--- src/rtl/game_pkg.sv ---
// Shared types and constants for the Chicken Cha-Cha-Cha game datapath and control.
package game_pkg;

  localparam int unsigned KIND_W_DEF = 3;
  localparam int unsigned LFSR_W     = 8;

  // Fibonacci taps 8,6,5,4 expressed as bit positions 7,5,4,3
  localparam logic [LFSR_W-1:0] LFSR_TAPS = 8'hB8;

  typedef logic [KIND_W_DEF-1:0] kind_t;

  typedef enum logic [1:0] {
    ST_GEN  = 2'b00,
    ST_PLAY = 2'b01,
    ST_WON  = 2'b10
  } state_t;

  function automatic logic [LFSR_W-1:0] lfsr_next(input logic [LFSR_W-1:0] s);
    return {s[LFSR_W-2:0], ^(s & LFSR_TAPS)};
  endfunction

endpackage

--- src/rtl/tile_board_datapath_btn_sync_edge.sv ---
// Two-flop synchronizer followed by a registered rising-edge pulse for a panel button.
module btn_sync_edge (
  input  logic CLK,
  input  logic RSTn,
  input  logic btn,
  output logic pulse
);

  logic sync1, sync2, sync3;

  always_ff @(posedge CLK or negedge RSTn) begin
    if (!RSTn) begin
      sync1 <= 1'b0;
      sync2 <= 1'b0;
      sync3 <= 1'b0;
      pulse <= 1'b0;
    end else begin
      sync1 <= btn;
      sync2 <= sync1;
      sync3 <= sync2;
      pulse <= sync2 & ~sync3;
    end
  end

endmodule

--- src/rtl/tile_board_datapath.sv ---
// Game datapath: random tile board generation, player ring position, card match and score.
module tile_board_datapath
  import game_pkg::*;
#(
  parameter int unsigned      NUM_TILES = 12,
  parameter int unsigned      KIND_W    = KIND_W_DEF,
  parameter int unsigned      WIN_STEPS = 24,
  parameter logic [LFSR_W-1:0] LFSR_SEED = 8'hA5
) (
  input  logic                         CLK,
  input  logic                         RSTn,
  input  logic                         new_game,
  input  logic                         btn,
  input  logic [KIND_W-1:0]            sel,
  input  logic                         A,
  input  logic                         B,
  output logic                         c,
  output logic                         key,
  output logic                         go,
  output logic                         win,
  output logic [$clog2(NUM_TILES)-1:0] pos
);

  localparam int unsigned POS_W   = $clog2(NUM_TILES);
  localparam int unsigned SCORE_W = $clog2(WIN_STEPS + 1);

  state_t              state_q, state_d;
  logic [LFSR_W-1:0]   lfsr_q;
  logic [POS_W-1:0]    idx_q, idx_d;
  logic [SCORE_W-1:0]  score_q, score_d;
  logic [POS_W-1:0]    pos_d;
  logic                c_d, go_d, win_d;
  logic                b_prev_q;
  logic                b_rise;
  logic                wr_en;
  logic [KIND_W-1:0]   cand;
  logic [POS_W-1:0]    prev_idx;
  logic [POS_W-1:0]    nxt_pos;
  logic                last_idx;
  logic [SCORE_W-1:0]  score_inc;
  logic [KIND_W-1:0]   board [NUM_TILES];

  btn_sync_edge u_btn (
    .CLK  (CLK),
    .RSTn (RSTn),
    .btn  (btn),
    .pulse(key)
  );

  assign cand      = lfsr_q[KIND_W-1:0];
  assign b_rise    = B & ~b_prev_q;
  assign last_idx  = (idx_q == POS_W'(NUM_TILES - 1));
  assign prev_idx  = idx_q - POS_W'(1);
  assign nxt_pos   = (pos == POS_W'(NUM_TILES - 1)) ? '0 : pos + POS_W'(1);
  assign score_inc = score_q + SCORE_W'(1);

  // Free-running random source, untouched by new_game
  always_ff @(posedge CLK or negedge RSTn) begin
    if (!RSTn) lfsr_q <= LFSR_SEED;
    else       lfsr_q <= lfsr_next(lfsr_q);
  end

  // Board storage has no reset; it is fully rewritten before c rises
  always_ff @(posedge CLK) begin
    if (wr_en) board[idx_q] <= cand;
  end

  always_ff @(posedge CLK or negedge RSTn) begin
    if (!RSTn) begin
      state_q  <= ST_GEN;
      idx_q    <= '0;
      score_q  <= '0;
      pos      <= '0;
      c        <= 1'b0;
      go       <= 1'b0;
      win      <= 1'b0;
      b_prev_q <= 1'b0;
    end else begin
      state_q  <= state_d;
      idx_q    <= idx_d;
      score_q  <= score_d;
      pos      <= pos_d;
      c        <= c_d;
      go       <= go_d;
      win      <= win_d;
      b_prev_q <= B;
    end
  end

  // Next-state and datapath updates; new_game overrides everything
  always_comb begin
    state_d = state_q;
    idx_d   = idx_q;
    score_d = score_q;
    pos_d   = pos;
    c_d     = (state_q != ST_GEN);
    go_d    = go;
    win_d   = win;
    wr_en   = 1'b0;

    if (new_game) begin
      state_d = ST_GEN;
      idx_d   = '0;
      score_d = '0;
      pos_d   = '0;
      c_d     = 1'b0;
      go_d    = 1'b0;
      win_d   = 1'b0;
    end else begin
      case (state_q)
        ST_GEN: begin
          // Reject a candidate equal to its left neighbour; the last tile also closes the ring
          if (idx_q == '0) begin
            wr_en = 1'b1;
          end else if ((cand != board[prev_idx]) && !(last_idx && (cand == board[0]))) begin
            wr_en = 1'b1;
          end
          if (wr_en) begin
            if (last_idx) begin
              state_d = ST_PLAY;
              idx_d   = '0;
            end else begin
              idx_d = idx_q + POS_W'(1);
            end
          end
        end
        ST_PLAY: begin
          if (b_rise) begin
            pos_d   = nxt_pos;
            score_d = score_inc;
            go_d    = 1'b0;
            if (score_inc == SCORE_W'(WIN_STEPS)) begin
              win_d   = 1'b1;
              state_d = ST_WON;
            end
          end else if (A && key) begin
            go_d = (sel == board[nxt_pos]);
          end
        end
        ST_WON: begin
        end
        default: begin
          state_d = ST_GEN;
        end
      endcase
    end
  end

endmodule

--- config.mk ---
export PLATFORM = sky130hd
export DESIGN_NAME = tile_board_datapath
export DESIGN_NICKNAME = d
export VERILOG_FILES = /design/src/rtl/game_pkg.sv /design/src/rtl/tile_board_datapath_btn_sync_edge.sv /design/src/rtl/tile_board_datapath.sv
export SDC_FILE = /design/constraint.sdc
export NUM_CORES = 1
export LEC_CHECK = 0
export CAP_MARGIN = 30
export CORE_ASPECT_RATIO = 1.1
export CORE_MARGIN = 2
export CORE_UTILIZATION = 55
export CTS_CLUSTER_DIAMETER = 50
export CTS_CLUSTER_SIZE = 30
export DETAILED_ROUTE_END_ITERATION = 6
export DONT_BUFFER_PORTS = 1
export GPL_TIMING_DRIVEN = 0
export PLACE_DENSITY = 0.73
export SLEW_MARGIN = 20
export SYNTH_ARGS = -nofsm -noshare
export SYNTH_HDL_FRONTEND = slang
export SYNTH_HIERARCHICAL = 1
export SYNTH_SLANG_ARGS = --single-unit
--- constraint.sdc ---
create_clock -name CLK -period 2.93 [get_ports CLK]
set_input_delay 0.586 -clock CLK [delete_from_list [all_inputs] [get_ports CLK]]
set_output_delay 0.586 -clock CLK [all_outputs]
set_load 0.005 [all_outputs]
# Word-level counts from Yosys, hierarchy flattened
# Memory sizes are Yosys's and may differ from the RTL's.
# Cells that the tools add are included.
# word_totals
register_bits,31
ramBits,36
in_bits,9
out_inout_bits,8
elab_cells,88
n_memories,1
# op_classes
n_addsub,4
n_eq_ne,13
muxes,34
bitwise_logic,4
n_reduce_logical,19
# mem_list
memory,words,width,read_ports,rd_ports_with_merged_regs,wr,line_no,text
board,12,3,3,0,1,tile_board_datapath.sv:41,logic [KIND_W-1:0] board [NUM_TILES];
# op_table
cell,n
$mux 4,8
$mux 1,17
$mux 5,3
$ne 3x3->1 const B,4
$reduce_bool 2->1,6
$mux 2,5
$add 4x1->4 const B,2
$eq 4x4->1 const B,2
$reduce_xor 8->1,1
$eq 3x3->1,2
$pmux 2 s3,1
$reduce_and 2->1,3
$add 5x1->5 const B,1
$eq 5x5->1 const B,1
$reduce_and 5->1,1
$logic_not 4->1,1
$sub 4x1->4 const B,1
$logic_and 1x1->1,3
$ne 3x3->1,1
$reduce_and 3->1,1
$reduce_bool 3->1,1
$and 1x1->1,2
$eq 2x1->1 const B,1
$eq 2x2->1 const B,1
4 further kinds,5

# Logic depth before layout (Yosys ltp)
# logic_depth
ltp_word,12
ltp_mapped,14
ltp_nobuf,9

# Cells and area by module
# The synthesis kept the hierarchy.
# by_module_without_submodules
module,instances,cells_per_inst,area_per_inst_um2,seq_area_each_um2
tile_board_datapath,1,238,3276.9,1761.7
btn_sync_edge,1,5,113.9,100.1

# Least setup slack after synthesis
# OpenSTA, ideal clock, no wires.
# synth_timing
kind,reg2reg
start,register idx_q[0]
end,"memory board[7][0] (netlist bit), enable pin"
setup_ns,0.371
t_arrival_ns,2.833
required_ns,2.559
slack_ns,-0.274
path_stages_with_launch,11
n_path_buf,2
period_less_slack_ns,3.204
path_cell_list,dfrtp_1 buf_6 buf_2 inv_1 ha_1 xor2_2 mux4_2 xor2_1 nor3_1 o2111a_2 nor4_1
# synth_via
elab_chain_cells,12
elab_cells_between_ends,16
cone_classes,add/sub (1); eq/ne (2); mux (8); reduce/logical (4); memory (1)
# synth_lines
element,line_no,text
from (decl),tile_board_datapath.sv:29,"logic [POS_W-1:0] idx_q, idx_d;"
from (signal assigned),tile_board_datapath.sv:80,idx_q <= idx_d;
$sub 4x1->4 / $eq 4x4->1 (equally long branches),"tile_board_datapath.sv:53, tile_board_datapath.sv:52",
$mem_v2 12x3 / $logic_and 1x1->1 (equally long branches),--,
$ne 3x3->1 / $logic_not 1->1 (equally long branches),tile_board_datapath.sv:115,end else if ((cand != board[prev_idx]) && !(last_idx && (cand == board[0]))) begin
$logic_and 1x1->1,tile_board_datapath.sv:115,
$mux 1,tile_board_datapath.sv:115,
$mux 1,tile_board_datapath.sv:113,if (idx_q == '0) begin
$mux 1,tile_board_datapath.sv:110,case (state_q)
$mux 1,tile_board_datapath.sv:101,if (new_game) begin
$mux 1,tile_board_datapath.sv:110,
$mux 1,tile_board_datapath.sv:101,
$mux 1,tile_board_datapath.sv:65,if (wr_en) board[idx_q] <= cand;
$mux 1 (implied by the code),tile_board_datapath.sv:65,
to (decl),tile_board_datapath.sv:41,
# Several ways; a longest one is shown, not always the timed one. The select of a mux whose other input is x is not followed.

# Worst setup path after layout
# layout_timing
start,register idx_q[0]
end,"memory board[8][0] (netlist bit), enable pin"
# Same word-level chain as after synthesis.

==> summary.md <==
| Metric | Value |
|---|---|
| TritonRoute pass-1 iters | 5 |
| Post-synth net total | 259 |
| Row count | 30 |
| Critical Path End Type | flop |
| Met3 wire length | 327 um |
| Final cell count without fillers | 351 |
| Die ar. | 6810 um2 |
| Max Freq | 0.335 GHz |
| Post-synth top area cell | edfxtp_1 |
| Leakage | 1.50 nW |
| Setup_tns | -850 ps |
| Worst-path fanout max | 6 |
| CTS buffer count | 9 |
| Final net count | 282 |
| Max-slew violation count | 0 |
| Power density cells | 755 nW/um2 |
| Synth warn | 6 |
| Cells after Synth | 243 |
| DRC errors left | 0 |
| Worst R2R Path Depth | 11 |
| Most frequent cells in the layout | edfxtp_1, dfrtp_1, mux4_2, xor2_1, nand2_1 |
| TritonCTS clock tree | done |
| Register area | 1860 um2 |
| Worst Setup Path Type | reg2reg |
| Cells along the critical path | buf_6 -> inv_6 -> ha_4 -> xor2_4 -> mux4_2 -> xor2_2 -> nor3_2 -> o2111a_2 -> nor2_4 -> buf_6 -> and3_4 |
| Mean Syn Cell Area | 14.0 um2 |
| Gpl congestion | 0.837 |
| Core area | 6080 um2 |
| Cell mode on critical path | buf_6 |
| Inst Count DP | 323 |
| Status | finished with violations |
| Post-DRT Antenna Nets | 0 |
| WP data required | 2990 ps |
| Pre-CTS setup slack | -305 ps |
| Largest stage delay on the critical path | 570 ps |
| Number of global-route vias before repair | 2120 |
| # diodes | 0 |
| First-pass GRT wire length | 11.1 mm |
| CP Buf/Inv Count | 3 |
| Total of max-cap violations | 0 |
| Starting DRT DRC Count | 167 |
| P&R area growth vs syn | 16.1% |
| Vert. Die Dim | 86.4 um |
| HPWL Detailed | 4.84 mm |
| RR Startpoint | idx_q[0] |
| Period utilisation layout | 102% |
| Worst skew pair latency | 340 ps |
| Detailed Route WL | 7.16 mm |
| Netlist cell types | 47 |
| Slew HR | 54.6% |
| Largest net degree at the start of global routing | 28 |
| Crit Reg-Reg Endpoint | board[8][0] |
| Clock sinks | 67 |
| Final Setup Violations | 24 |
| Largest cells by area after synthesis | edfxtp_1, dfrtp_1, mux4_2 |
| Met2 Routed Length | 3.56 mm |
| Seq/Total Area, Yosys | 54.9% |
| Fillers | 448 |
| H-tree level count | 3 |
| Power, Total | 2.97 mW |
| Die Wd | 78.9 um |
| Clock skew | 6.89 ps |
| Vias | 2058 |
| Post-route met1 wirelength | 3.14 mm |
| Crit path time final | 2980 ps |
| Area share of the largest cell type after synthesis | 31.9% |
| # port buffers | 0 |
| Worst-Margin Slew | 681 ps |
| Routed WL per cell | 20.4 um |
| Startpoint Class | flop |
| CP top delay family | multiplexers |
| RSZ-0062 raised after global routing | yes |
| I/O Pins | 17 |
| Final WS setup | -51.3 ps |
| Critical path arrival | 3040 ps |
| Initial antenna violation count | 0 |
| Failing checks | setup timing |
| Share of post-route cells with drive strength above 1 | 29.9% |
| Finished Cell Area | 3940 um2 |
| Post-Syn Area | 3390 um2 |
| CP max-delay cell | mux4_2 |
| Hold WC Path Type | in2async |
| Overflow left after global routing | 0 |
| Starting density of the core | 55.8% |
| Total track usage | 22.7% |
| Placed Area | 3560 um2 |
| Synth Register Bits | 67 |
| Drt via density | 5.86 |
| Hold Vio Cnt, Final | 0 |
| R2r setup slk | -50 ps |
| Multi-input combinational cell area | 1570 um2 |
| Clk pin slew, worst setup/hold paths | 70 ps |
| Max Used Layer | met4 |
| Final core utilization | 64.7% |
| Clock buffer depth | 2 |
| Most common cell after layout, fill and taps aside | edfxtp_1 |
| Hold Slack | 50.8 ps |
| Peak supply drop | 0.410 mV |
| CTS root buf | clkbuf_8 |
==> what timing repair did <==
action,CTS,global route
resized for setup,8,12
endpoints found under the setup margin,38,38
hold buffers,1,0
gates cloned,1,0
pin swaps,6,11
setup buffers,6,5
endpoints found under the hold margin,27,0
==> per-layer routing <==
layer,GRT usage (%),up-vias
met5,0,-
met4,9.09,0
met3,6.35,12
met2,36.8,40
met1,29.2,1045
li1,-,961
==> area by class of cell <==
type / count / area share, %
Tap cell: 80 / 2.54
Clock inverter: 1 / 0.127
Inverter: 5 / 0.604
Buffer: 8 / 1.43
Sequential cell: 67 / 47.3
Multi-Input combinational cell: 162 / 40.0
Clock buffer: 15 / 5.06
Timing Repair Buffer: 13 / 2.89
==> worst reg2reg max path, cell delays in order, from the launching register on <==
cell      delay [ps]
dfrtp_1          390
buf_6            140
inv_6             60
ha_4             150
xor2_4           270
mux4_2           570
xor2_2           180
nor3_2            80
o2111a_2         320
nor2_4           170
buf_6            150
and3_4           220
==> worst max-delay path by stage <==
stage	end	slack, ps	cells past startpoint	start
4_1_cts	board[8][0]	-90	11	idx_q[0]
3_3_place_gp	board[9][2]	-290	12	idx_q[0]
5_1_grt	board[1][0]	-140	11	idx_q[0]
2_1_floorplan	board[10][0]	-7	12	idx_q[0]
3_5_place_dp	board[8][2]	-300	12	idx_q[0]
6_report	board[8][0]	-50	11	idx_q[0]
==> cell usage after synthesis, drive strengths merged <==
cell / n
edfxtp: 36
nand3: 2
and4b: 3
and2: 1
o22ai: 1
nand4b: 1
mux2: 1
o211ai: 2
nor3b: 4
nand3b: 3
a221o: 1
a32o: 1
a22o: 8
dfstp: 4
clkbuf: 4
ha: 7
o21ai: 7
a31oi: 2
or4: 1
o2111a: 1
nor3: 7
inv: 5
buf: 5
nor4: 2
and3: 6
nand2: 15
nand2b: 4
nor2: 13
dfrtp: 27
xor2: 20
a21oi: 6
nand4: 5
nor2b: 5
xnor2: 10
mux2i: 7
mux4: 16
==> logic make-up after synthesis <==
group	after synthesis	share of synthesized area [%]
fa+ha+maj	7	2.58
mux	24	13.1
compound gates	29	6.75
flops	67	54.9
buf+inv	14	2.07
simple gates	72	12.6
xor+xnor	30	7.97
==> power by group <==
part | total [mW] | leakage [nW] | switching, mW | internal (mW)
clock network | 0.762 | 0.104 | 0.329 | 0.433
registers | 1.10 | 0.746 | 0.0496 | 1.05
logic | 1.11 | 0.648 | 0.566 | 0.546
==> state kept, by name (all words and copies together) (netlist names) <==
register / count
u_btn/pulse: 1
c: 1
u_btn/sync1: 1
pos: 4
u_btn/sync3: 1
board: 36
go: 1
state_q: 2
score_q: 5
lfsr_q: 8
b_prev_q: 1
idx_q: 4
u_btn/sync2: 1
win: 1
Note: power is estimated with default switching activity, not from simulation.
